`config.mk`:
```
export PLATFORM = sky130hd
export DESIGN_NAME = march_seq
export DESIGN_NICKNAME = d
export VERILOG_FILES = /design/src/rtl/bist_pkg.sv /design/src/rtl/march_addr_cnt.sv /design/src/rtl/march_seq.sv
export SDC_FILE = /design/constraint.sdc
export NUM_CORES = 1
export LEC_CHECK = 0
export ABC_AREA = 1
export ABC_CLOCK_PERIOD_IN_PS = 3730
export CAP_MARGIN = 5
export CELL_PAD_IN_SITES_DETAIL_PLACEMENT = 0
export CELL_PAD_IN_SITES_GLOBAL_PLACEMENT = 2
export CORE_ASPECT_RATIO = 1.5
export CORE_MARGIN = 2
export CORE_UTILIZATION = 30
export CTS_CLUSTER_DIAMETER = 30
export DETAILED_ROUTE_END_ITERATION = 6
export PLACE_DENSITY_LB_ADDON = 0.3
export RECOVER_POWER = 50
export SLEW_MARGIN = 25
export SYNTH_ARGS = -nofsm -noshare
export SYNTH_HDL_FRONTEND = slang
export SYNTH_SLANG_ARGS = --single-unit
export TNS_END_PERCENT = 30
```
`constraint.sdc`:
```
create_clock -name clk -period 3.73 [get_ports clk]
set_input_delay 0.5595 -clock clk [delete_from_list [all_inputs] [get_ports clk]]
set_output_delay 0.5595 -clock clk [all_outputs]
set_load 0.1 [all_outputs]
```
`src/rtl/bist_pkg.sv`:
```
// March C- sequencer shared types: FSM states and the march element table.
// Each element lists its address direction, op count and the kind/data bit of each op.
package bist_pkg;

    typedef enum logic [1:0] {
        IDLE  = 2'd0,
        RUN   = 2'd1,
        DRAIN = 2'd2,
        DONE  = 2'd3
    } state_t;

    typedef enum logic {
        OP_RD = 1'b0,
        OP_WR = 1'b1
    } op_kind_t;

    typedef struct packed {
        logic     up;
        logic     two_ops;
        op_kind_t op0_kind;
        logic     op0_bit;
        op_kind_t op1_kind;
        logic     op1_bit;
    } elem_t;

    localparam int         MARCH_ELEMS = 6;
    localparam logic [2:0] LAST_ELEM   = 3'(MARCH_ELEMS - 1);

    // M0 up w0 | M1 up r0,w1 | M2 up r1,w0 | M3 down r0,w1 | M4 down r1,w0 | M5 up r0
    function automatic elem_t march_elem(input logic [2:0] e);
        elem_t t;
        case (e)
            3'd0:    t = '{1'b1, 1'b0, OP_WR, 1'b0, OP_WR, 1'b0};
            3'd1:    t = '{1'b1, 1'b1, OP_RD, 1'b0, OP_WR, 1'b1};
            3'd2:    t = '{1'b1, 1'b1, OP_RD, 1'b1, OP_WR, 1'b0};
            3'd3:    t = '{1'b0, 1'b1, OP_RD, 1'b0, OP_WR, 1'b1};
            3'd4:    t = '{1'b0, 1'b1, OP_RD, 1'b1, OP_WR, 1'b0};
            default: t = '{1'b1, 1'b0, OP_RD, 1'b0, OP_RD, 1'b0};
        endcase
        return t;
    endfunction

    function automatic logic elem_up(input logic [2:0] e);
        elem_t t;
        t = march_elem(e);
        return t.up;
    endfunction

endpackage

```
`src/rtl/march_addr_cnt.sv`:
```
// March address counter: loads 0 or N-1 at element start, steps up or down.
// Latency: addr updates on the clock after load/step; last is combinational from addr.
// No backpressure: the sequencer steps it at most once per cycle.
module march_addr_cnt #(
    parameter int ad_width = 4
) (
    input  logic                clk,
    input  logic                rst,
    input  logic                load_up,
    input  logic                load_down,
    input  logic                step,
    input  logic                dir,
    output logic [ad_width-1:0] addr,
    output logic                last
);

    always_ff @(posedge clk) begin
        if (!rst) begin
            addr <= '0;
        end else if (load_up) begin
            addr <= '0;
        end else if (load_down) begin
            addr <= '1;
        end else if (step) begin
            addr <= dir ? addr + ad_width'(1) : addr - ad_width'(1);
        end
    end

    assign last = dir ? (addr == '1) : (addr == '0);

endmodule

```
`src/rtl/march_seq.sv`:
```
// March C- sequencer driving the RAM under test and the read-data comparator.
// Latency: first op in the cycle after the start edge; cmp_en/exp_data trail mem_re by RD_LAT.
// No backpressure: one op per cycle, start edges ignored while busy.
module march_seq
    import bist_pkg::*;
#(
    parameter int data_width = 4,
    parameter int ad_width   = 4,
    parameter int RD_LAT     = 1
) (
    input  logic                  clk,
    input  logic                  rst,
    input  logic                  start,
    output logic [ad_width-1:0]   mem_addr,
    output logic                  mem_we,
    output logic                  mem_re,
    output logic [data_width-1:0] mem_wdata,
    output logic                  cmp_en,
    output logic [data_width-1:0] exp_data,
    output logic [2:0]            elem,
    output logic                  busy,
    output logic                  done
);

    state_t              state_q, state_d;
    logic                start_q;
    logic [2:0]          elem_q, elem_d;
    logic                op_q, op_d;
    logic [1:0]          drain_q, drain_d;
    logic                load_up, load_down, step;
    logic [ad_width-1:0] addr;
    logic                addr_last;
    elem_t               cur;
    op_kind_t            kind;
    logic                bitv;
    logic                last_op;
    logic                launch;
    logic                run;
    logic [RD_LAT-1:0]   re_pipe;
    logic [RD_LAT-1:0]   bit_pipe;

    assign cur     = march_elem(elem_q);
    assign kind    = op_q ? cur.op1_kind : cur.op0_kind;
    assign bitv    = op_q ? cur.op1_bit : cur.op0_bit;
    assign last_op = (op_q == cur.two_ops);
    assign launch  = start && !start_q && (state_q == IDLE || state_q == DONE);
    assign run     = (state_q == RUN);

    march_addr_cnt #(.ad_width(ad_width)) u_addr_cnt (
        .clk       (clk),
        .rst       (rst),
        .load_up   (load_up),
        .load_down (load_down),
        .step      (step),
        .dir       (cur.up),
        .addr      (addr),
        .last      (addr_last)
    );

    always_ff @(posedge clk) begin
        if (!rst) begin
            state_q <= IDLE;
            start_q <= 1'b0;
            elem_q  <= '0;
            op_q    <= 1'b0;
            drain_q <= '0;
        end else begin
            state_q <= state_d;
            start_q <= start;
            elem_q  <= elem_d;
            op_q    <= op_d;
            drain_q <= drain_d;
        end
    end

    always_comb begin
        state_d   = state_q;
        elem_d    = elem_q;
        op_d      = op_q;
        drain_d   = drain_q;
        load_up   = 1'b0;
        load_down = 1'b0;
        step      = 1'b0;
        case (state_q)
            IDLE, DONE: begin
                if (launch) begin
                    state_d = RUN;
                    elem_d  = '0;
                    op_d    = 1'b0;
                    load_up = 1'b1;
                end
            end
            RUN: begin
                if (!last_op) begin
                    op_d = 1'b1;
                end else begin
                    op_d = 1'b0;
                    if (!addr_last) begin
                        step = 1'b1;
                    end else if (elem_q == LAST_ELEM) begin
                        state_d = (RD_LAT == 1) ? DONE : DRAIN;
                        drain_d = '0;
                    end else begin
                        // Next element starts at its own end of the address range.
                        elem_d    = elem_q + 3'd1;
                        load_up   = elem_up(elem_q + 3'd1);
                        load_down = !elem_up(elem_q + 3'd1);
                    end
                end
            end
            DRAIN: begin
                if (drain_q == 2'(RD_LAT - 2)) begin
                    state_d = DONE;
                end else begin
                    drain_d = drain_q + 2'd1;
                end
            end
            default: state_d = IDLE;
        endcase
    end

    assign mem_re    = run && (kind == OP_RD);
    assign mem_we    = run && (kind == OP_WR);
    assign mem_wdata = mem_we ? {data_width{bitv}} : '0;
    assign mem_addr  = run ? addr : '0;
    assign elem      = elem_q;
    assign busy      = (state_q == RUN) || (state_q == DRAIN);
    assign done      = (state_q == DONE);

    // Expected bit is stored pre-gated by mem_re so exp_data is zero without a strobe.
    always_ff @(posedge clk) begin
        if (!rst) begin
            re_pipe  <= '0;
            bit_pipe <= '0;
        end else begin
            re_pipe[0]  <= mem_re;
            bit_pipe[0] <= mem_re && bitv;
            for (int i = 1; i < RD_LAT; i++) begin
                re_pipe[i]  <= re_pipe[i-1];
                bit_pipe[i] <= bit_pipe[i-1];
            end
        end
    end

    assign cmp_en   = re_pipe[RD_LAT-1];
    assign exp_data = {data_width{bit_pipe[RD_LAT-1]}};

endmodule

```
* Word-level counts from Yosys, hierarchy flattened
Cells that the tools add are included.
** Word-level totals
- Register bits after elaboration :: 15
- Output and inout bits :: 20
** Cells by class
- Equality and inequality tests :: 22
- Mux-type cells :: 45
- Reduce and logical (&&, ||, !) cells :: 22
- Bitwise operators :: 2
- $add $sub $neg :: 4
** Operators by type and width (number)
- 6-bit case mux with 5 select lines :: 2
- 6-bit two-way mux :: 4
- 4-bit two-way mux :: 5
- 2-bit two-way mux :: 9
- 1-bit two-way mux :: 16
- 5-bit AND reduction :: 3
- 3-bit by 2-bit == test with 1-bit output, second input constant :: 4
- 3-bit two-way mux :: 4
- 2-bit inequality test, second input constant :: 6
- 3-bit == test, second input constant :: 3
- 2-bit == test, second input constant :: 3
- 3-bit by 1-bit == test with 1-bit output, second input constant :: 2
- 3-bit zero test :: 2
- 2-bit case mux with 3 select lines :: 1
- 3-bit case mux with 2 select lines :: 1
- 2-bit nonzero test :: 3
- 1-bit logical AND :: 5
- 4-bit by 1-bit adder with 4-bit output, second input constant :: 1
- 4-bit == test, second input constant :: 1
- 4-bit zero test :: 1
- 1-bit case mux with 2 select lines :: 2
- 2-bit case mux with 2 select lines :: 1
- 2-bit OR reduction :: 2
- 4-bit by 1-bit subtractor with 4-bit output, second input constant :: 1
- other kinds (10) :: 13

* Longest topological paths before layout
- Word-level depth :: 13
- Mapped depth :: 15
- Mapped depth without buffers :: 15

* By module
From an unflattened synthesis, not the netlist that was laid out.
** Second synthesis, totals
- Cell total of the unflattened synthesis :: 186
- Area total of the unflattened synthesis :: 1229.9 um^2
** Modules (own cells, without submodules)
- march_seq :: area an instance 913.4 um^2, sequential area each 220.2 um^2, cells each 139, instances 1
- march_addr_cnt :: area an instance 316.6 um^2, sequential area each 80.1 um^2, cells each 47, instances 1

* Worst setup path after synthesis
No wires, ideal clock.
- Path type :: reg2out
- Start :: register elem_q[1], in the netlist elem[1]
- End :: output port mem_wdata[1]
- Arrival time :: 4.571 ns
- Setup slack :: -1.400 ns
- Required time :: 3.171 ns
- Stages on the path, launching flop included :: 9
- Cells stage by stage :: dfxtp_1 > ha_1 > nor2_1 > nand2_1 > nand3_2 > nand2_1 > inv_1 > nor3_1 > buf_4
** On the way
- Word-level cells in the longest chain between the ends :: 5
- Elaborated cells on any way between the ends :: 10
** Ends and longest elaborated chain
- from (decl) :: RTL line march_seq.sv:27 : logic [2:0] elem_q, elem_d;
- from (signal assigned) :: RTL line march_seq.sv:70 : elem_q <= elem_d;
- 3-bit == test, or another cell as far along :: RTL line bist_pkg.sv:32 : case (e)
- 6-bit case mux with 5 select lines (*) :: RTL line bist_pkg.sv:32
- 1-bit two-way mux :: RTL line march_seq.sv:43 : assign kind = op_q ? cur.op1_kind : cur.op0_kind;
- 1-bit logical AND :: RTL line march_seq.sv:123 : assign mem_we = run && (kind == OP_WR);
- 4-bit two-way mux (*) :: RTL line march_seq.sv:124 : assign mem_wdata = mem_we ? {data_width{bitv}} : '0;
- to (decl) :: RTL line march_seq.sv:17 : output logic [data_width-1:0] mem_wdata,
Mark *: on every way between the ends. The rest lies on a longest branch, timed or not.

* Final worst setup path
- Start :: register state_q[1]
- End :: output port mem_addr[1]
** On the way
- Word-level cells in the longest chain between the ends :: 2
** Ends and longest elaborated chain
- from (decl) :: RTL line march_seq.sv:25 : state_t state_q, state_d;
- from (signal assigned) :: RTL line march_seq.sv:68 : state_q <= state_d;
- 2-bit by 1-bit == test with 1-bit output :: RTL line march_seq.sv:47 : assign run = (state_q == RUN);
- 4-bit two-way mux :: RTL line march_seq.sv:125 : assign mem_addr = run ? addr : '0;
- to (decl) :: RTL line march_seq.sv:14 : output logic [ad_width-1:0] mem_addr,
No other way between the ends.

==> out/qor.csv <==
metric,value,unit
R2R depth,15,
number of global-route vias before repair,1185,
highest routed layer,met4,
GR Util All Layers,12.8,%
Tcrit/Tclk final,75.1,%
Crit path max-delay family,buffers and inverters,
IO Count,23,
post-synth top area cell,dfxtp_1,
ys flop type,dfxtp_1,
final setup fails,0,
wire length per cell,11.0,microns
Mapped Cells,208,
Worst Path Max Fanout,16,
Worst-Margin Slew,1.16,ns
Via density,4.50,
Worst path depth,5,
PortBufs,22,
worst endpoint required time,3.17,ns
Setup Skew,0.00295,ns
setup bufs post-CTS,0,
PD cells,770,nW/um^2
worst reg2reg setup slack,1.29,ns
Worst setup SP type,register,
CTS Hold Bufs,0,
Worst-path clk slew,0.07,ns
"Seq/Total Area, Yosys",21.6,%
worst hold path class,register to register,
Post-DP HPWL,2500,microns
Post-Syn Area,1390,sq um
R2R Path Start,elem[0],
Synth area leaders,"dfxtp_1 22%, nand2_1 14%, ha_1 13%",
Layout area overhead,14.4,%
full die area,5210,sq um
Core Region,4500,sq um
antenna-violating nets left,0,
"Design Area, Final",1590,sq um
grt ovf,0,
max incr delay on CP,0.85,ns
"most used cell, CP",inv_1,
met3 WL,45,microns
GP Congestion,0.776,
Clock Path Buffers,2,
fillers,538,
WP buf/inv,3,
met1 wire length,1240,microns
"EDFF count, synth",0,
CP Capture Type,primary output,
DP Area,1590,sq um
synth warn,0,
row count,30,
fmax,357,MHz
Total Routed Length,3000,microns
layout cells sized above 1,13.3,%
antenna fix cells,0,
clk_lat worst skew,0.25,ns
Synth Area per Inst,6.68,sq um
distinct cell type count after synthesis,27,
synthesized flop and latch total,15,
CTS root buffer,clkbuf_8,
syn nets,226,
status,completed,
HP Start,drain_q[1],
DR WL met2,1690,microns
"Slew Viols, Final",0,
first-pass GRT wire length,5190,microns
crit path cell chain,"inv_1, ha_1, nand2_1, inv_1, clkbuf_1",
Final Hold Fails,0,
Synth top area share,21.6,%
Worst Setup Path Type,register to primary output,
initial core utilization,30.9,%
minimum clock period,2.80,ns
CTS tree,done,
"Max stage delay cell, worst path",clkbuf_1,
initial antenna violation count,0,
post_cts resized,0,
drt pass-1 iters,4,
vias post-DR,1228,
Leak,0.833,nW
most common library cells after synthesis,"51 x nand2_1, 34 x inv_1, 32 x nor2_1",
largest net degree at the start of global routing,17,
Tot Pwr,0.00122,W
H-tree levels,1,
slew margin rel.,22.9,%
Max Cap Viol,0,
Peak VDD IR,0.000379,V
Die Span X,59.6,microns
"Async S/R FF share, synth",0,%
nets,244,
clk sink count,15,
RSZ-0062 raised after global routing,false,
most common cell in the netlist,nand2_1,
worst hold path depth,2,
Die Span Y,87.4,microns
TritonCTS Buffers,3,
DRC viols,0,
Worst EP arrival,2.24,ns
1st-iter DRT viols,43,
Critical Path Start,state_q[1],
[state kept, by name, indices dropped and copies added (netlist names)]
register,count
elem,3
cmp_en,1
u_addr_cnt.addr,4
op_q,1
bit_pipe,1
drain_q,2
state_q,2
start_q,1
[final cells by class]
class	count	area (sq um)	share of cell area [%]
clock buffers	3	41.3	2.60
clock inverters	1	5.00	0.315
inverters	36	135	8.50
multi-input cells	148	867	54.5
flip-flops and latches	15	300	18.9
well taps	48	60.1	3.78
repair buffers	22	181	11.4
[stage by stage]
step	util [%]	cells	setup slack [ns]	hold slack [ns]	setup TNS (ns)
2_1_floorplan	-	208	-0.0604	0.459	-0.0604
3_3_place_gp	35.3	269	1.37	0.481	0
3_5_place_dp	35.3	269	1.35	0.489	0
4_1_cts	36.3	273	1.07	0.499	0
5_1_grt	35.3	273	0.813	0.513	0
6_report	35.3	273	0.927	0.492	0
[cell usage in the layout (no fill, tap or decap), drive strengths merged]
master,netlist,routed
nor2,39,39
o21ai,4,4
inv,36,36
clkinv,0,1
nand3,11,11
a31oi,1,1
nor3,2,2
clkdlybuf4s50,0,9
ha,14,14
and2,1,1
a21oi,2,2
dlygate4sd3,0,2
nand2,61,61
dfxtp,15,15
xnor2,1,1
nand4,10,10
buf,8,8
clkbuf,1,6
fa,1,1
o211ai,1,1
[logic make-up after synthesis]
kind of cell / after synthesis / share of synthesized area, %
compound gates: 8 / 3.96
simple gates: 124 / 45.5
fa+ha+maj: 15 / 14.0
buf+inv: 45 / 14.3
xor+xnor: 1 / 0.630
flops: 15 / 21.6
[power by group]
part / internal [W] / total, W / switching [W]
registers: 0.000195 / 0.000237 / 0.0000422
clock network: 0.0000739 / 0.000134 / 0.0000597
logic: 0.000215 / 0.000854 / 0.000639
[layer usage]
layer	track usage, %	up-vias
met5	0	-
met4	3.64	0
met3	1.78	2
met2	24.7	9
met1	13.9	551
li1	-	666
[worst paths after layout]
check	to
worst max-delay path	mem_addr[1]
worst min-delay path	drain_q[1]
worst max register to register	u_addr_cnt.addr[3]
worst min register to register	drain_q[1]
[worst register-to-register path, stage by stage, from the launching register on]
cell and delay, ns:
dfxtp_1 0.44, inv_1 0.16, ha_1 0.28, nand2_1 0.12, nand2_4 0.07, nand3_1 0.26, inv_1 0.11, ha_1 0.33
nand3_1 0.10, nand3_1 0.09, inv_1 0.07, nand2_1 0.05, nand2_1 0.08, nor2_1 0.05, nor2_1 0.10, nor2_1 0.04
Note: power is estimated with default switching activity, not from simulation.
